### config.mk
export PLATFORM = sky130hd
export DESIGN_NAME = ysyx_22050710_csr_regfile
export DESIGN_NICKNAME = d
export VERILOG_FILES = /design/src/rtl/ysyx_22050710_csr_regfile.sv
export SDC_FILE = /design/constraint.sdc
export NUM_CORES = 1
export LEC_CHECK = 0
export CAP_MARGIN = 40
export CORE_MARGIN = 2
export CORE_UTILIZATION = 44
export DETAILED_ROUTE_END_ITERATION = 10
export DONT_BUFFER_PORTS = 1
export GPL_TIMING_DRIVEN = 0
export PLACE_DENSITY = 0.62
export SYNTH_ARGS = -nofsm -noshare
export SYNTH_HDL_FRONTEND = slang
export SYNTH_SLANG_ARGS = --single-unit
### constraint.sdc
create_clock -name i_clk -period 67.6 [get_ports i_clk]
set_input_delay 20.28 -clock i_clk [delete_from_list [all_inputs] [get_ports i_clk]]
set_output_delay 20.28 -clock i_clk [all_outputs]
set_load 0.02 [all_outputs]
### src/rtl/ysyx_22050710_csr_regfile.sv
// Machine-mode CSR register file for the RV64 core.
// Holds trap/return state and the counters, and produces the PC redirect target.
module ysyx_22050710_csr_regfile #(
    parameter int WORD_WD     = 64,
    parameter int PC_WD       = 64,
    parameter int CSR_WD      = 64,
    parameter int CSR_ADDR_WD = 12
) (
    input  logic                   i_clk,
    input  logic                   i_rst,
    input  logic [CSR_ADDR_WD-1:0] i_csr_raddr,
    output logic [CSR_WD-1:0]      o_csrrdata,
    output logic                   o_csr_illegal,
    input  logic                   i_csr_wen,
    input  logic [CSR_ADDR_WD-1:0] i_csr_waddr,
    input  logic [CSR_WD-1:0]      i_csr_wdata,
    input  logic [PC_WD-1:0]       i_pc,
    input  logic                   i_ecall_sel,
    input  logic                   i_mret_sel,
    input  logic                   i_irq_take,
    input  logic                   i_retire,
    input  logic                   i_mtip,
    output logic                   o_irq_pending,
    output logic                   o_redirect_sel,
    output logic [PC_WD-1:0]       o_redirect_pc
);

    localparam logic [CSR_ADDR_WD-1:0] ADDR_MSTATUS  = CSR_ADDR_WD'(12'h300);
    localparam logic [CSR_ADDR_WD-1:0] ADDR_MIE      = CSR_ADDR_WD'(12'h304);
    localparam logic [CSR_ADDR_WD-1:0] ADDR_MTVEC    = CSR_ADDR_WD'(12'h305);
    localparam logic [CSR_ADDR_WD-1:0] ADDR_MSCRATCH = CSR_ADDR_WD'(12'h340);
    localparam logic [CSR_ADDR_WD-1:0] ADDR_MEPC     = CSR_ADDR_WD'(12'h341);
    localparam logic [CSR_ADDR_WD-1:0] ADDR_MCAUSE   = CSR_ADDR_WD'(12'h342);
    localparam logic [CSR_ADDR_WD-1:0] ADDR_MIP      = CSR_ADDR_WD'(12'h344);
    localparam logic [CSR_ADDR_WD-1:0] ADDR_MCYCLE   = CSR_ADDR_WD'(12'hB00);
    localparam logic [CSR_ADDR_WD-1:0] ADDR_MINSTRET = CSR_ADDR_WD'(12'hB02);
    localparam logic [CSR_ADDR_WD-1:0] ADDR_CYCLE    = CSR_ADDR_WD'(12'hC00);
    localparam logic [CSR_ADDR_WD-1:0] ADDR_INSTRET  = CSR_ADDR_WD'(12'hC02);

    localparam logic [CSR_WD-1:0] CAUSE_ECALL = CSR_WD'(11);
    localparam logic [CSR_WD-1:0] CAUSE_MTI   = {1'b1, {(CSR_WD-4){1'b0}}, 3'd7};

    logic                 mstatus_mie;
    logic                 mstatus_mpie;
    logic                 mie_mtie;
    logic                 mip_mtip;
    logic [CSR_WD-1:0]    mtvec;
    logic [CSR_WD-1:0]    mscratch;
    logic [CSR_WD-1:0]    mepc;
    logic [CSR_WD-1:0]    mcause;
    logic [WORD_WD-1:0]   mcycle;
    logic [WORD_WD-1:0]   minstret;

    logic trap_fire;
    logic mret_fire;
    logic wr_protected;
    logic wen_eff;
    logic we_mstatus, we_mie, we_mtvec, we_mscratch, we_mepc, we_mcause;
    logic we_mcycle, we_minstret;

    // mstatus image: MPP is hardwired to machine mode.
    function automatic logic [CSR_WD-1:0] mstatus_word(input logic mpie, input logic mie);
        logic [CSR_WD-1:0] w;
        w       = '0;
        w[12:11] = 2'b11;
        w[7]    = mpie;
        w[3]    = mie;
        return w;
    endfunction

    function automatic logic [CSR_WD-1:0] align4(input logic [CSR_WD-1:0] v);
        return {v[CSR_WD-1:2], 2'b00};
    endfunction

    // Event priority: irq_take > ecall > mret > CSR write.
    assign trap_fire = ~i_rst & (i_irq_take | i_ecall_sel);
    assign mret_fire = ~i_rst & i_mret_sel & ~(i_irq_take | i_ecall_sel);

    assign wr_protected = (i_csr_waddr == ADDR_MSTATUS) || (i_csr_waddr == ADDR_MEPC)
                       || (i_csr_waddr == ADDR_MCAUSE);
    assign wen_eff      = i_csr_wen & ~((trap_fire | mret_fire) & wr_protected);

    assign we_mstatus  = wen_eff && (i_csr_waddr == ADDR_MSTATUS);
    assign we_mie      = wen_eff && (i_csr_waddr == ADDR_MIE);
    assign we_mtvec    = wen_eff && (i_csr_waddr == ADDR_MTVEC);
    assign we_mscratch = wen_eff && (i_csr_waddr == ADDR_MSCRATCH);
    assign we_mepc     = wen_eff && (i_csr_waddr == ADDR_MEPC);
    assign we_mcause   = wen_eff && (i_csr_waddr == ADDR_MCAUSE);
    assign we_mcycle   = wen_eff && (i_csr_waddr == ADDR_MCYCLE);
    assign we_minstret = wen_eff && (i_csr_waddr == ADDR_MINSTRET);

    always_ff @(posedge i_clk or posedge i_rst) begin
        if (i_rst) begin
            mstatus_mie  <= 1'b0;
            mstatus_mpie <= 1'b0;
        end else if (trap_fire) begin
            mstatus_mpie <= mstatus_mie;
            mstatus_mie  <= 1'b0;
        end else if (mret_fire) begin
            mstatus_mie  <= mstatus_mpie;
            mstatus_mpie <= 1'b1;
        end else if (we_mstatus) begin
            mstatus_mie  <= i_csr_wdata[3];
            mstatus_mpie <= i_csr_wdata[7];
        end
    end

    always_ff @(posedge i_clk or posedge i_rst) begin
        if (i_rst) begin
            mie_mtie <= 1'b0;
            mip_mtip <= 1'b0;
            mtvec    <= '0;
            mscratch <= '0;
        end else begin
            mip_mtip <= i_mtip;
            if (we_mie)      mie_mtie <= i_csr_wdata[7];
            if (we_mtvec)    mtvec    <= align4(i_csr_wdata);
            if (we_mscratch) mscratch <= i_csr_wdata;
        end
    end

    always_ff @(posedge i_clk or posedge i_rst) begin
        if (i_rst) begin
            mepc   <= '0;
            mcause <= '0;
        end else if (trap_fire) begin
            mepc   <= align4(CSR_WD'(i_pc));
            mcause <= i_irq_take ? CAUSE_MTI : CAUSE_ECALL;
        end else begin
            if (we_mepc)   mepc   <= align4(i_csr_wdata);
            if (we_mcause) mcause <= i_csr_wdata;
        end
    end

    // A same-cycle write lands exactly and replaces that cycle's increment.
    always_ff @(posedge i_clk or posedge i_rst) begin
        if (i_rst) begin
            mcycle   <= '0;
            minstret <= '0;
        end else begin
            if (we_mcycle) mcycle <= WORD_WD'(i_csr_wdata);
            else           mcycle <= mcycle + WORD_WD'(1);
            if (we_minstret)   minstret <= WORD_WD'(i_csr_wdata);
            else if (i_retire) minstret <= minstret + WORD_WD'(1);
        end
    end

    always_comb begin
        o_csrrdata    = '0;
        o_csr_illegal = 1'b0;
        case (i_csr_raddr)
            ADDR_MSTATUS:  o_csrrdata = mstatus_word(mstatus_mpie, mstatus_mie);
            ADDR_MIE:      o_csrrdata = CSR_WD'({mie_mtie, 7'b0});
            ADDR_MTVEC:    o_csrrdata = mtvec;
            ADDR_MSCRATCH: o_csrrdata = mscratch;
            ADDR_MEPC:     o_csrrdata = mepc;
            ADDR_MCAUSE:   o_csrrdata = mcause;
            ADDR_MIP:      o_csrrdata = CSR_WD'({mip_mtip, 7'b0});
            ADDR_MCYCLE,
            ADDR_CYCLE:    o_csrrdata = CSR_WD'(mcycle);
            ADDR_MINSTRET,
            ADDR_INSTRET:  o_csrrdata = CSR_WD'(minstret);
            default:       o_csr_illegal = 1'b1;
        endcase
    end

    assign o_irq_pending  = mstatus_mie & mie_mtie & mip_mtip;
    assign o_redirect_sel = trap_fire | mret_fire;

    always_comb begin
        o_redirect_pc = '0;
        if (trap_fire)      o_redirect_pc = PC_WD'(mtvec);
        else if (mret_fire) o_redirect_pc = PC_WD'(mepc);
    end

endmodule

---- Word level (Yosys, flattened, before mapping) ----
Index checks and enable logic that the tools add are counted.
operators by class
  reductions and logical operators ........ 17
  divide/modulo/power cells ............... 0
  shifts and indexed selects .............. 0
  order comparisons ....................... 0
  multiply operators ...................... 0
  add/subtract/negate cells ............... 2
  equality and inequality tests ........... 19
  mux-type cells .......................... 18
  bitwise gates (word level) .............. 12
operators with widths
  kind                                                                     count
  64-bit 2-to-1 mux                                                        10
  64-bit case mux with 9 select lines                                      1
  12-bit by 10-bit equality test with 1-bit output, second input constant  13
  64-bit by 1-bit adder with 64-bit output, second input constant          2
  12-bit equality test, second input constant                              6
  11-bit OR reduction                                                      1
  1-bit logical AND                                                        8
  1-bit bitwise AND                                                        7
  1-bit 2-to-1 mux                                                         7
  2-bit nonzero test                                                       3
  2-bit OR reduction                                                       2
  1-bit NOT                                                                3
  3-bit nonzero test                                                       1
  1-bit logical OR                                                         2
  1-bit OR                                                                 2
word-level totals
  logic and storage cells ................. 78
  output and inout port bits .............. 131
  ROM bits ................................ 0
  register bits after elaboration ......... 386
  bits in latches ......................... 0
  memories ................................ 0
  bits in writable memories ............... 0
  bits of input ports ..................... 160

---- Logic depth before layout (Yosys ltp) ----
Gate-level depths: netlist of the first run.
  depth after elaboration ................. 11
  gate-level depth with buffers ........... 9
  gate-level depth less buffers ........... 7

---- Worst setup path after synthesis of the first run ----
OpenSTA, ideal clock, no wires.
  kind .................................... input-to-output
  start ................................... input port i_rst
  end ..................................... output port o_redirect_pc[13]
  required time ........................... 47.320 ns
  data arrival time ....................... 30.037 ns
  slack ................................... 17.283 ns
  buffers on the path ..................... 2
  stages .................................. 5
  cell sequence ........................... inv_1 -> and3_1 -> clkbuf_1 -> buf_1 -> a22o_1
on the way
  longest elaborated chain between the ends .. 5
  elaborated cells between the ends (all ways) .. 6
  classes of those cells .................. mux: 2; bitwise: 4
ends and longest elaborated chain
  item                            RTL line  text
  from (decl)                     10        input logic i_rst,
  1-bit NOT (*)                   76, 77
  1-bit bitwise AND (2 in a row)  77        assign mret_fire = ~i_rst & i_mret_sel & ~(i_irq_take | i_ecall_sel);
  64-bit 2-to-1 mux               173       else if (mret_fire) o_redirect_pc = PC_WD'(mepc);
  64-bit 2-to-1 mux (*)           172       if (trap_fire) o_redirect_pc = PC_WD'(mtvec);
  to (decl)                       25        output logic [PC_WD-1:0] o_redirect_pc
Every way passes the cells marked *; elsewhere a longest branch is shown, timed or not.

---- Worst setup path in the final report of the first run ----
  start ................................... input port i_rst
  end ..................................... output port o_redirect_pc[49]
Same word-level chain as after synthesis.

==> results.json, run 1 <==
{
  "start_util": 0.446,
  "timing.hold.ws_ns": 0.503,
  "numCtsBuffers": 43,
  "setup_tns_ns": 0,
  "report.final.hold_viol_count": 0,
  "arrival_ns": 23.39,
  "final_cell_mix": "384 x dfrtp_1, 361 x nand2_1, 231 x nor2_1, 185 x mux2_2, 135 x clkbuf_1",
  "dr_wl_met3_um": 7820,
  "ctsHoldBuffers": 0,
  "p_comb_frac": 0.077,
  "end_kind": "primary output",
  "met1_length_um": 32800,
  "htreeDepth": 2,
  "synth_compound_area_frac": 0.154,
  "wl_per_cell_um": 27.5,
  "yosys.area_share.simple": 0.174,
  "ys_seq_area_frac": 0.476,
  "status": "completed",
  "period_share": 0.646,
  "setup_violations": 0,
  "synth_cell_type_count": 51,
  "grt_pass1_wl_um": 116000,
  "crit_type": "primary input to primary output",
  "slew_headroom": 0.363,
  "fillers": 4218,
  "p_seq_frac": 0.462,
  "place_area_sq_mm": 0.0217,
  "worstMarginPinSlew_ns": 0.955,
  "cts_sinks": 384,
  "muxShareOfSynthArea": 0.107,
  "powerDensity_mw_per_mm2": 23.6,
  "synth_top_family_by_area": "simple AND/OR/NAND/NOR gates",
  "cts_tree": "done",
  "synth_xor_area_frac": 0.0543,
  "synth_edf_count": 0,
  "nets": 2383,
  "drv_cap": 0,
  "cp_data_required_time_ns": 47.32,
  "worstHoldPathType": "flip-flop to flip-flop",
  "vdd_ir_drop_max_uv": 22.7,
  "startpoint_type": "primary input",
  "drc_errors": 0,
  "multi_input_area_sq_mm": 0.00994,
  "synthesis.instances": 2122,
  "final_util": 0.512,
  "cts-resized-gates": 0,
  "highest-signal-layer": "met5",
  "leakage_nw": 10.3,
  "gp_congestion": 0.918,
  "syn_avg_cell_area_sq_um": 9.51,
  "grt_antenna_before_repair": 2,
  "first_global_vias": 17800,
  "synth_warnings": 0,
  "fin_skew_ns": 0.0138,
  "grt_use_total": 0.329,
  "drtAntennaViolNets": 0,
  "synthArstFlopShare": 1.00,
  "p_switching_mw": 0.141,
  "clk_pin_slew_ns": 0.06,
  "placement.io_buffers": 0,
  "rsz0062_at_grt": "false",
  "final_common_cell": "dfrtp_1",
  "fmaxAchievable_mhz": 22.9,
  "drt_iter0_markers": 2163,
  "coreArea_sq_mm": 0.0453,
  "insertion_delay_ns": 0.58,
  "synth.ff_latch_count": 384,
  "via_per_inst": 6.31,
  "cts_root_buf": "clkbuf_16",
  "dieArea_sq_mm": 0.0476,
  "seqCellArea_sq_mm": 0.00961,
  "swShare": 0.257,
  "synth-adder-area-share": 0.00124,
  "cts.path.max_buffers": 3,
  "power_mw": 0.547,
  "die_w_um": 218,
  "period_minus_slack_ns": 43.67,
  "syn_area_sq_mm": 0.0202,
  "dp_hpwl_um": 60100,
  "rows": 78,
  "synth_ff_type": "dfrtp_1",
  "p_clk_frac": 0.461,
  "drv_slew": 0,
  "grt_overflow": 0,
  "post-cts-setup-buffers": 0,
  "drive_above_1_share": 0.150,
  "grt_max_degree": 110,
  "ioPinCount": 291,
  "area_growth_pct": 14.9,
  "die_y_um": 218,
  "wl_met2_um": 35000,
  "internal_power_mw": 0.406,
  "routed_wl_um": 78600,
  "vias": 18000,
  "critPathMaxFanout": 109,
  "diodes": 0,
  "finalInstanceArea_sq_mm": 0.0232,
  "first_pass_iters": 6
}
## layout make-up
class                   count  share of cell area
clock buffers              65              0.0570
inverters                  15             0.00275
repair buffers             53              0.0317
flip-flops and latches    384               0.414
multi-input cells        1572               0.429
clock inverters            14             0.00756
well taps                 600              0.0324
plain buffers             152              0.0256
## kinds of logic after synthesis
logic type      Yosys count
simple gates            791
compound gates          459
flops                   384
mux                     193
buf+inv                 167
xor+xnor                125
fa+ha+maj                 2
other cells               1
## metal layers
layer  track usage  vias to the layer above
li1              -                     7821
met1         0.451                     9049
met2         0.508                      963
met3        0.0778                      168
met4         0.117                        6
met5             0                        -
## metrics by stage
stage               setup WS (ns)  cells
finish                      23.93   2855
global route                23.70   2855
CTS                         23.89   2855
detailed placement          23.89   2776
global placement            12.41   2723
floorplan                   17.28   2123
## power groups by stage
stage          clock network (mW)  registers (mW)  logic, mW
2_1_floorplan                   0           0.253     0.0290
3_3_place_gp                    0           0.256     0.0391
3_5_place_dp                    0           0.256     0.0419
4_1_cts                     0.254           0.252     0.0421
5_1_grt                     0.263           0.254     0.0464
6_report                    0.252           0.253     0.0421
## final timing paths
kind | start | to | slack [ns] | depth (start not counted)
worst max register to register | mcycle[0] | mcycle[58] | 64.69 | 7
worst min register to register | mcause[0] | mcause[0] | 0.50 | 2
max in group asynchronous | i_rst | mscratch[20] | 46.57 | 3
worst min-delay path | mcause[0] | mcause[0] | 0.50 | 2
worst max-delay path | i_rst | o_redirect_pc[49] | 23.93 | 7
min in group asynchronous | i_rst | mscratch[62] | 19.71 | 1
## registers in the layout, indices dropped and copies added (netlist names)
signal and flops:
mscratch 64, mie_mtie 1, mepc 62, mcause 64, mtvec 62, mstatus_mpie 1
minstret 64, mcycle 64, mip_mtip 1, mstatus_mie 1
## Yosys cell counts, drive strengths merged (8+ instances only)
cell	n	area share
buf	25	0.0058
mux2	185	0.10
xor2	74	0.032
nand4	45	0.015
a22o	62	0.027
nand3	47	0.012
and3	20	0.0062
nor4	13	0.0058
nor2	232	0.043
a222oi	65	0.032
nand2	361	0.067
and4	11	0.0048
inv	15	0.0028
mux2i	8	0.0040
clkbuf	127	0.024
xnor2	51	0.022
nor3	27	0.0073
o21ai	68	0.017
a22oi	58	0.022
dfrtp	384	0.48
a21oi	134	0.033
a31oi	65	0.020
## critical path: stages
cell	delay (ns)
inv_8	0.50
buf_16	0.50
and3_1	0.29
clkbuf_1	0.51
buf_6	0.26
clkbuf_1	0.61
a22o_1	0.40
(Power assumes the default switching activity.)
==> run 2: changes to the inputs <==
- PLACE_DENSITY: 0.62 -> 0.64
- clock period: 67.6 -> 37.4 ns (I/O delays scaled with it)
==> results.json, run 2 (synthesis results as in run 1) <==
{
  "status": "completed",
  "area_growth_pct": 14.6,
  "whs_path_depth": 1,
  "post-cts-setup-buffers": 0,
  "grt_antenna_before_repair": 0,
  "die_w_um": 218,
  "grt_overflow": 0,
  "clk_pin_slew_ns": 0.06,
  "p_comb_frac": 0.078,
  "die_y_um": 218,
  "routed_wl_um": 78300,
  "vias": 18200,
  "critPathMaxFanout": 7,
  "fmaxAchievable_mhz": 39.4,
  "worstMarginPinSlew_ns": 0.940,
  "rsz0062_at_grt": "false",
  "grt_use_total": 0.328,
  "period_share": 0.679,
  "hold_end": "mscratch[20]",
  "cp_data_required_time_ns": 26.18,
  "powerDensity_mw_per_mm2": 41.8,
  "grt_pass1_wl_um": 116000,
  "crit_type": "primary input to primary output",
  "drv_slew": 0,
  "reg2regPathDepth": 9,
  "cts_sinks": 384,
  "internal_power_mw": 0.720,
  "drc_errors": 0,
  "p_switching_mw": 0.248,
  "insertion_delay_ns": 0.58,
  "setup_tns_ns": 0,
  "rrSetupSlack_ns": 34.52,
  "vdd_ir_drop_max_uv": 32.6,
  "p_clk_frac": 0.449,
  "final_util": 0.511,
  "nets": 2384,
  "final_cell_mix": "384 x dfrtp_1, 361 x nand2_1, 231 x nor2_1, 185 x mux2_2, 137 x clkbuf_1",
  "cp_cell_sequence": "nor4_1 > nand4b_1 > or3_1 > nor2_1 > buf_4 > clkbuf_1 > buf_6 > a22oi_1 > nand2_1",
  "setup_violations": 0,
  "htreeDepth": 2,
  "cts_root_buf": "clkbuf_16",
  "cp_slowest_cell": "nor2_1",
  "dieArea_sq_mm": 0.0476,
  "first_pass_iters": 6,
  "fin_skew_ns": 0.0198,
  "via_per_inst": 6.39,
  "ctsHoldBuffers": 0,
  "p_seq_frac": 0.473,
  "numCtsBuffers": 44,
  "diodes": 0,
  "cts-resized-gates": 0,
  "wl_per_cell_um": 27.4,
  "end_kind": "primary output",
  "power_mw": 0.968,
  "ioPinCount": 291,
  "coreArea_sq_mm": 0.0453,
  "worstReg2RegEnd": "minstret[61]",
  "drt_iter0_markers": 2283,
  "cts_tree": "done",
  "swShare": 0.256,
  "final_common_cell": "dfrtp_1",
  "period_minus_slack_ns": 25.41,
  "reg2reg_from": "minstret[2]",
  "start_util": 0.446,
  "drv_cap": 0,
  "cpPeakStageDelay_ns": 0.53,
  "startpoint_type": "primary input",
  "leakage_nw": 10.3,
  "worstHoldPathType": "flip-flop to flip-flop",
  "rows": 78,
  "cp_top_family": "simple AND/OR/NAND/NOR gates",
  "grt_max_degree": 120,
  "arrival_ns": 14.19,
  "drive_above_1_share": 0.149,
  "cts.path.max_buffers": 3,
  "min-delay-start": "mscratch[20]",
  "dp_hpwl_um": 59700,
  "placement.io_buffers": 0,
  "first_global_vias": 17800,
  "slew_headroom": 0.373,
  "report.final.hold_viol_count": 0,
  "path_buf_inv": 3,
  "drtAntennaViolNets": 0,
  "gp_congestion": 0.963
}
## run 2: cell types whose count changed in the layout (fill, tap and decap cells not counted), moves of 2 or more
| cell | before | now |
|---|---|---|
| buf_6 | 20 | 18 |
| buf_8 | 22 | 26 |
| bufinv_16 | 4 | 2 |
| clkbuf_1 | 135 | 137 |
| clkinv_2 | 8 | 6 |
## run 2: worst max path at each step
| stage | from | endpoint | slack, ns | depth (start not counted) |
|---|---|---|---|---|
| 2_1_floorplan | i_rst | o_redirect_pc[13] | 5.20 | 5 |
| 3_3_place_gp | i_rst | o_redirect_pc[49] | 0.57 | 5 |
| 3_5_place_dp | i_csr_raddr[5] | o_csrrdata[54] | 12.08 | 9 |
| 4_1_cts | i_csr_raddr[5] | o_csrrdata[54] | 12.05 | 9 |
| 5_1_grt | i_csr_raddr[5] | o_csrrdata[54] | 11.92 | 9 |
| 6_report | i_csr_raddr[5] | o_csrrdata[52] | 11.99 | 9 |
## run 2: area by class of cell
type	count	area, sq um
Fill cell	4217	22200
Multi-Input combinational cell	1572	9940
Sequential cell	384	9610
Clock buffer	67	1330
Tap cell	600	751
Timing Repair Buffer	53	739
Buffer	152	594
Clock inverter	9	97.6
Inverter	15	63.8
## run 2: power groups by stage
| stage | Clock [mW] | Combinational (mW) | Sequential, mW |
|---|---|---|---|
| finish | 0.435 | 0.0756 | 0.457 |
| global route | 0.455 | 0.0831 | 0.460 |
| CTS | 0.439 | 0.0757 | 0.456 |
| detailed placement | 0 | 0.0754 | 0.464 |
| global placement | 0 | 0.0700 | 0.463 |
| floorplan | 0 | 0.0524 | 0.457 |
## run 2: layer usage
metal | vias up | share of wire | global-route usage
met1 | 9252 | 0.41 | 0.451
met2 | 953 | 0.45 | 0.499
met5 | - | 0 | 0
met3 | 175 | 0.099 | 0.0735
li1 | 7832 | - | -
met4 | 0 | 0.042 | 0.138
## run 2: metrics by stage
stage	hold slack, ns	setup WS (ns)	std cells	instance area [sq um]
6_report	0.506	11.99	2852	23100
2_1_floorplan	0.456	5.20	2123	20200
3_3_place_gp	0.484	0.568	2723	20900
4_1_cts	0.502	12.05	2852	23100
5_1_grt	0.514	11.92	2852	23100
3_5_place_dp	0.489	12.08	2776	21700
==> run 3: changes to the inputs <==
- ABC_AREA: default -> 1
- PLACE_DENSITY: 0.64 -> 0.62
- clock period: 37.4 -> 25.9 ns (I/O delays scaled with it)
==> results.json, run 3 <==
{
  "yosysMostFrequentCell": "nand2_1",
  "final_common_cell": "nand2_1",
  "synthArstFlopShare": 1.00,
  "cts-resized-gates": 0,
  "p_switching_mw": 0.415,
  "yosys.area_share.simple": 0.373,
  "reg2regPathDepth": 10,
  "via_per_inst": 6.05,
  "fin_skew_ns": 0.0503,
  "die_y_um": 235,
  "crit_cells": 9,
  "synth_compound_area_frac": 0.106,
  "crit_type": "primary input to primary output",
  "synth-adder-area-share": 0.00106,
  "dp_hpwl_um": 94400,
  "finalInstanceArea_sq_mm": 0.0263,
  "first_global_vias": 24700,
  "htreeDepth": 2,
  "drtAntennaViolNets": 0,
  "timing.hold.ws_ns": 0.472,
  "critPathMaxFanout": 10,
  "ctsHoldBuffers": 0,
  "final_cell_mix": "1307 x nand2_1, 456 x nand3_1, 384 x dfrtp_1, 334 x inv_1, 286 x nor2_1",
  "die_w_um": 235,
  "syn_avg_cell_area_sq_um": 6.59,
  "swShare": 0.283,
  "gp_congestion": 1.11,
  "grt_use_total": 0.425,
  "dieArea_sq_mm": 0.0554,
  "cts_tree": "done",
  "report.final.hold_viol_count": 0,
  "slew_headroom": 0.352,
  "period_minus_slack_ns": 18.49,
  "cpPeakStageDelay_ns": 0.72,
  "placement.io_buffers": 0,
  "drv_slew": 0,
  "syn_area_sq_mm": 0.0236,
  "clk_pin_slew_ns": 0.06,
  "reg2reg_from": "mcycle[0]",
  "drt_iter0_markers": 3864,
  "period_share": 0.714,
  "endpoint": "o_csrrdata[19]",
  "routed_wl_um": 120000,
  "worstMarginPinSlew_ns": 0.973,
  "p_comb_frac": 0.087,
  "leakage_nw": 12.7,
  "path_buf_inv": 4,
  "drc_errors": 0,
  "area_growth_pct": 11.5,
  "drive_above_1_share": 0.0492,
  "synth_cell_type_count": 35,
  "insertion_delay_ns": 0.63,
  "netlist.area_leader.share": 0.408,
  "post-cts-setup-buffers": 0,
  "startpoint_type": "primary input",
  "drv_cap": 0,
  "yosys-top-cells-count": "1307 x nand2_1, 456 x nand3_1, 384 x dfrtp_1, 335 x inv_1, 286 x nor2_1",
  "cp_cell_sequence": "inv_1 > nand2_1 > nor2_2 > nand3_1 > inv_1 > buf_2 > buf_2 > a21oi_1 > nand2_1",
  "internal_power_mw": 1.05,
  "synth.ff_latch_count": 384,
  "status": "completed",
  "synthesis.instances": 3577,
  "synth_ff_type": "dfrtp_1",
  "critPathLaunch": "i_csr_raddr[2]",
  "end_kind": "primary output",
  "rrSetupSlack_ns": 23.13,
  "grt_pass1_wl_um": 172000,
  "p_clk_frac": 0.465,
  "start_util": 0.447,
  "grt_max_degree": 115,
  "worstHoldPathType": "flip-flop to flip-flop",
  "rows": 84,
  "synth_warnings": 0,
  "cp_top_family": "simple AND/OR/NAND/NOR gates",
  "setup_violations": 0,
  "p_seq_frac": 0.448,
  "wl_per_cell_um": 27.4,
  "powerDensity_mw_per_mm2": 55.8,
  "muxShareOfSynthArea": 0,
  "nets": 3811,
  "cp_data_required_time_ns": 18.13,
  "place_area_sq_mm": 0.0247,
  "dpl.cell_count": 4286,
  "synth_xor_area_frac": 0.0230,
  "vdd_ir_drop_max_uv": 62.4,
  "vias": 26500,
  "yosys.area.top_type": "dfrtp_1",
  "coreArea_sq_mm": 0.0528,
  "synth_top_family_by_area": "simple AND/OR/NAND/NOR gates",
  "ioPinCount": 291,
  "numCtsBuffers": 46,
  "worstReg2RegEnd": "mcycle[46]",
  "cts_sinks": 384,
  "ys_seq_area_frac": 0.408,
  "first_pass_iters": 8,
  "stdcell_count": 4371,
  "fmaxAchievable_mhz": 54.1,
  "cts.path.max_buffers": 3,
  "grt_antenna_before_repair": 3,
  "synthTopCellsByArea": "dfrtp_1 41%, nand2_1 21%, nand3_1 9.7%",
  "cp_slowest_cell": "nand3_1",
  "synth_edf_count": 0,
  "rsz0062_at_grt": "false",
  "grt_overflow": 0,
  "cts_root_buf": "clkbuf_16",
  "arrival_ns": 10.72
}
run 3: changes by cell type after synthesis, sizes merged, moves of 64 or more:
| cell | delta |
|---|---|
| inv | +325 |
| nand3 | +411 |
| o21ai | +162 |
| a222oi | -65 |
| buf | +64 |
| nand2 | +949 |
| mux2 | -185 |
| o22ai | +102 |
run 3: cells by family after synthesis:
family                     after synthesis
AOI/OAI and AO/OA                      463
xor gates and xnor gates                62
adders and majority gates                2
buffers and inverters                  528
DFF                                    384
other                                    1
and+or+nand+nor                       2137
run 3: how the worst min path moves through the flow:
stage	cells past startpoint	slack (ns)	start	endpoint
5_1_grt	2	0.49	mscratch[53]	mscratch[53]
4_1_cts	2	0.47	mscratch[60]	mscratch[60]
3_3_place_gp	2	0.45	mscratch[58]	mscratch[58]
6_report	2	0.47	mscratch[60]	mscratch[60]
3_5_place_dp	2	0.46	mscratch[60]	mscratch[60]
2_1_floorplan	2	0.44	mie_mtie	mie_mtie
run 3: final cells by class:
| cell class | instances | area [sq um] |
|---|---|---|
| Clock inverter | 16 | 205 |
| Fill cell | 5692 | 26500 |
| Sequential cell | 384 | 9610 |
| Multi-Input combinational cell | 2666 | 11900 |
| Inverter | 341 | 1290 |
| Timing Repair Buffer | 23 | 305 |
| Buffer | 187 | 816 |
| Clock buffer | 65 | 1330 |
| Tap cell | 688 | 861 |
| Antenna cell | 1 | 2.50 |
run 3: power groups by stage:
stage          clock (mW)  combinational, mW  sequential, mW
2_1_floorplan           0             0.0867           0.655
3_3_place_gp            0              0.121           0.666
3_5_place_dp            0              0.124           0.666
4_1_cts             0.678              0.125           0.655
5_1_grt             0.702              0.141           0.660
6_report            0.682              0.128           0.658
run 3: through the flow:
stage	power (mW)	setup slack, ns	setup TNS [ns]	utilization
floorplan	0.742	0.620	0	-
global placement	0.787	-4.41	-258.50	0.463
detailed placement	0.790	7.63	0	0.469
CTS	1.46	7.62	0	0.498
global route	1.50	7.49	0	0.498
finish	1.47	7.41	0	0.498
run 3: worst reg2reg max path: stages (launching register included):
cell and delay, ns:
dfrtp_1 0.47, ha_1 0.35, nand3_1 0.28, nor2_1 0.33, inv_1 0.14, nor2_1 0.43
nand3_1 0.28, nand2_1 0.12, inv_1 0.04, o21ai_0 0.13, nand2_1 0.07
run 3: per-layer routing:
metal  vias up  GRT usage  share of wire
li1      11700          -              -
met3       372      0.123           0.14
met1     12600      0.573           0.38
met2      1867      0.622           0.42
met4         0      0.217          0.060
met5         -          0              0
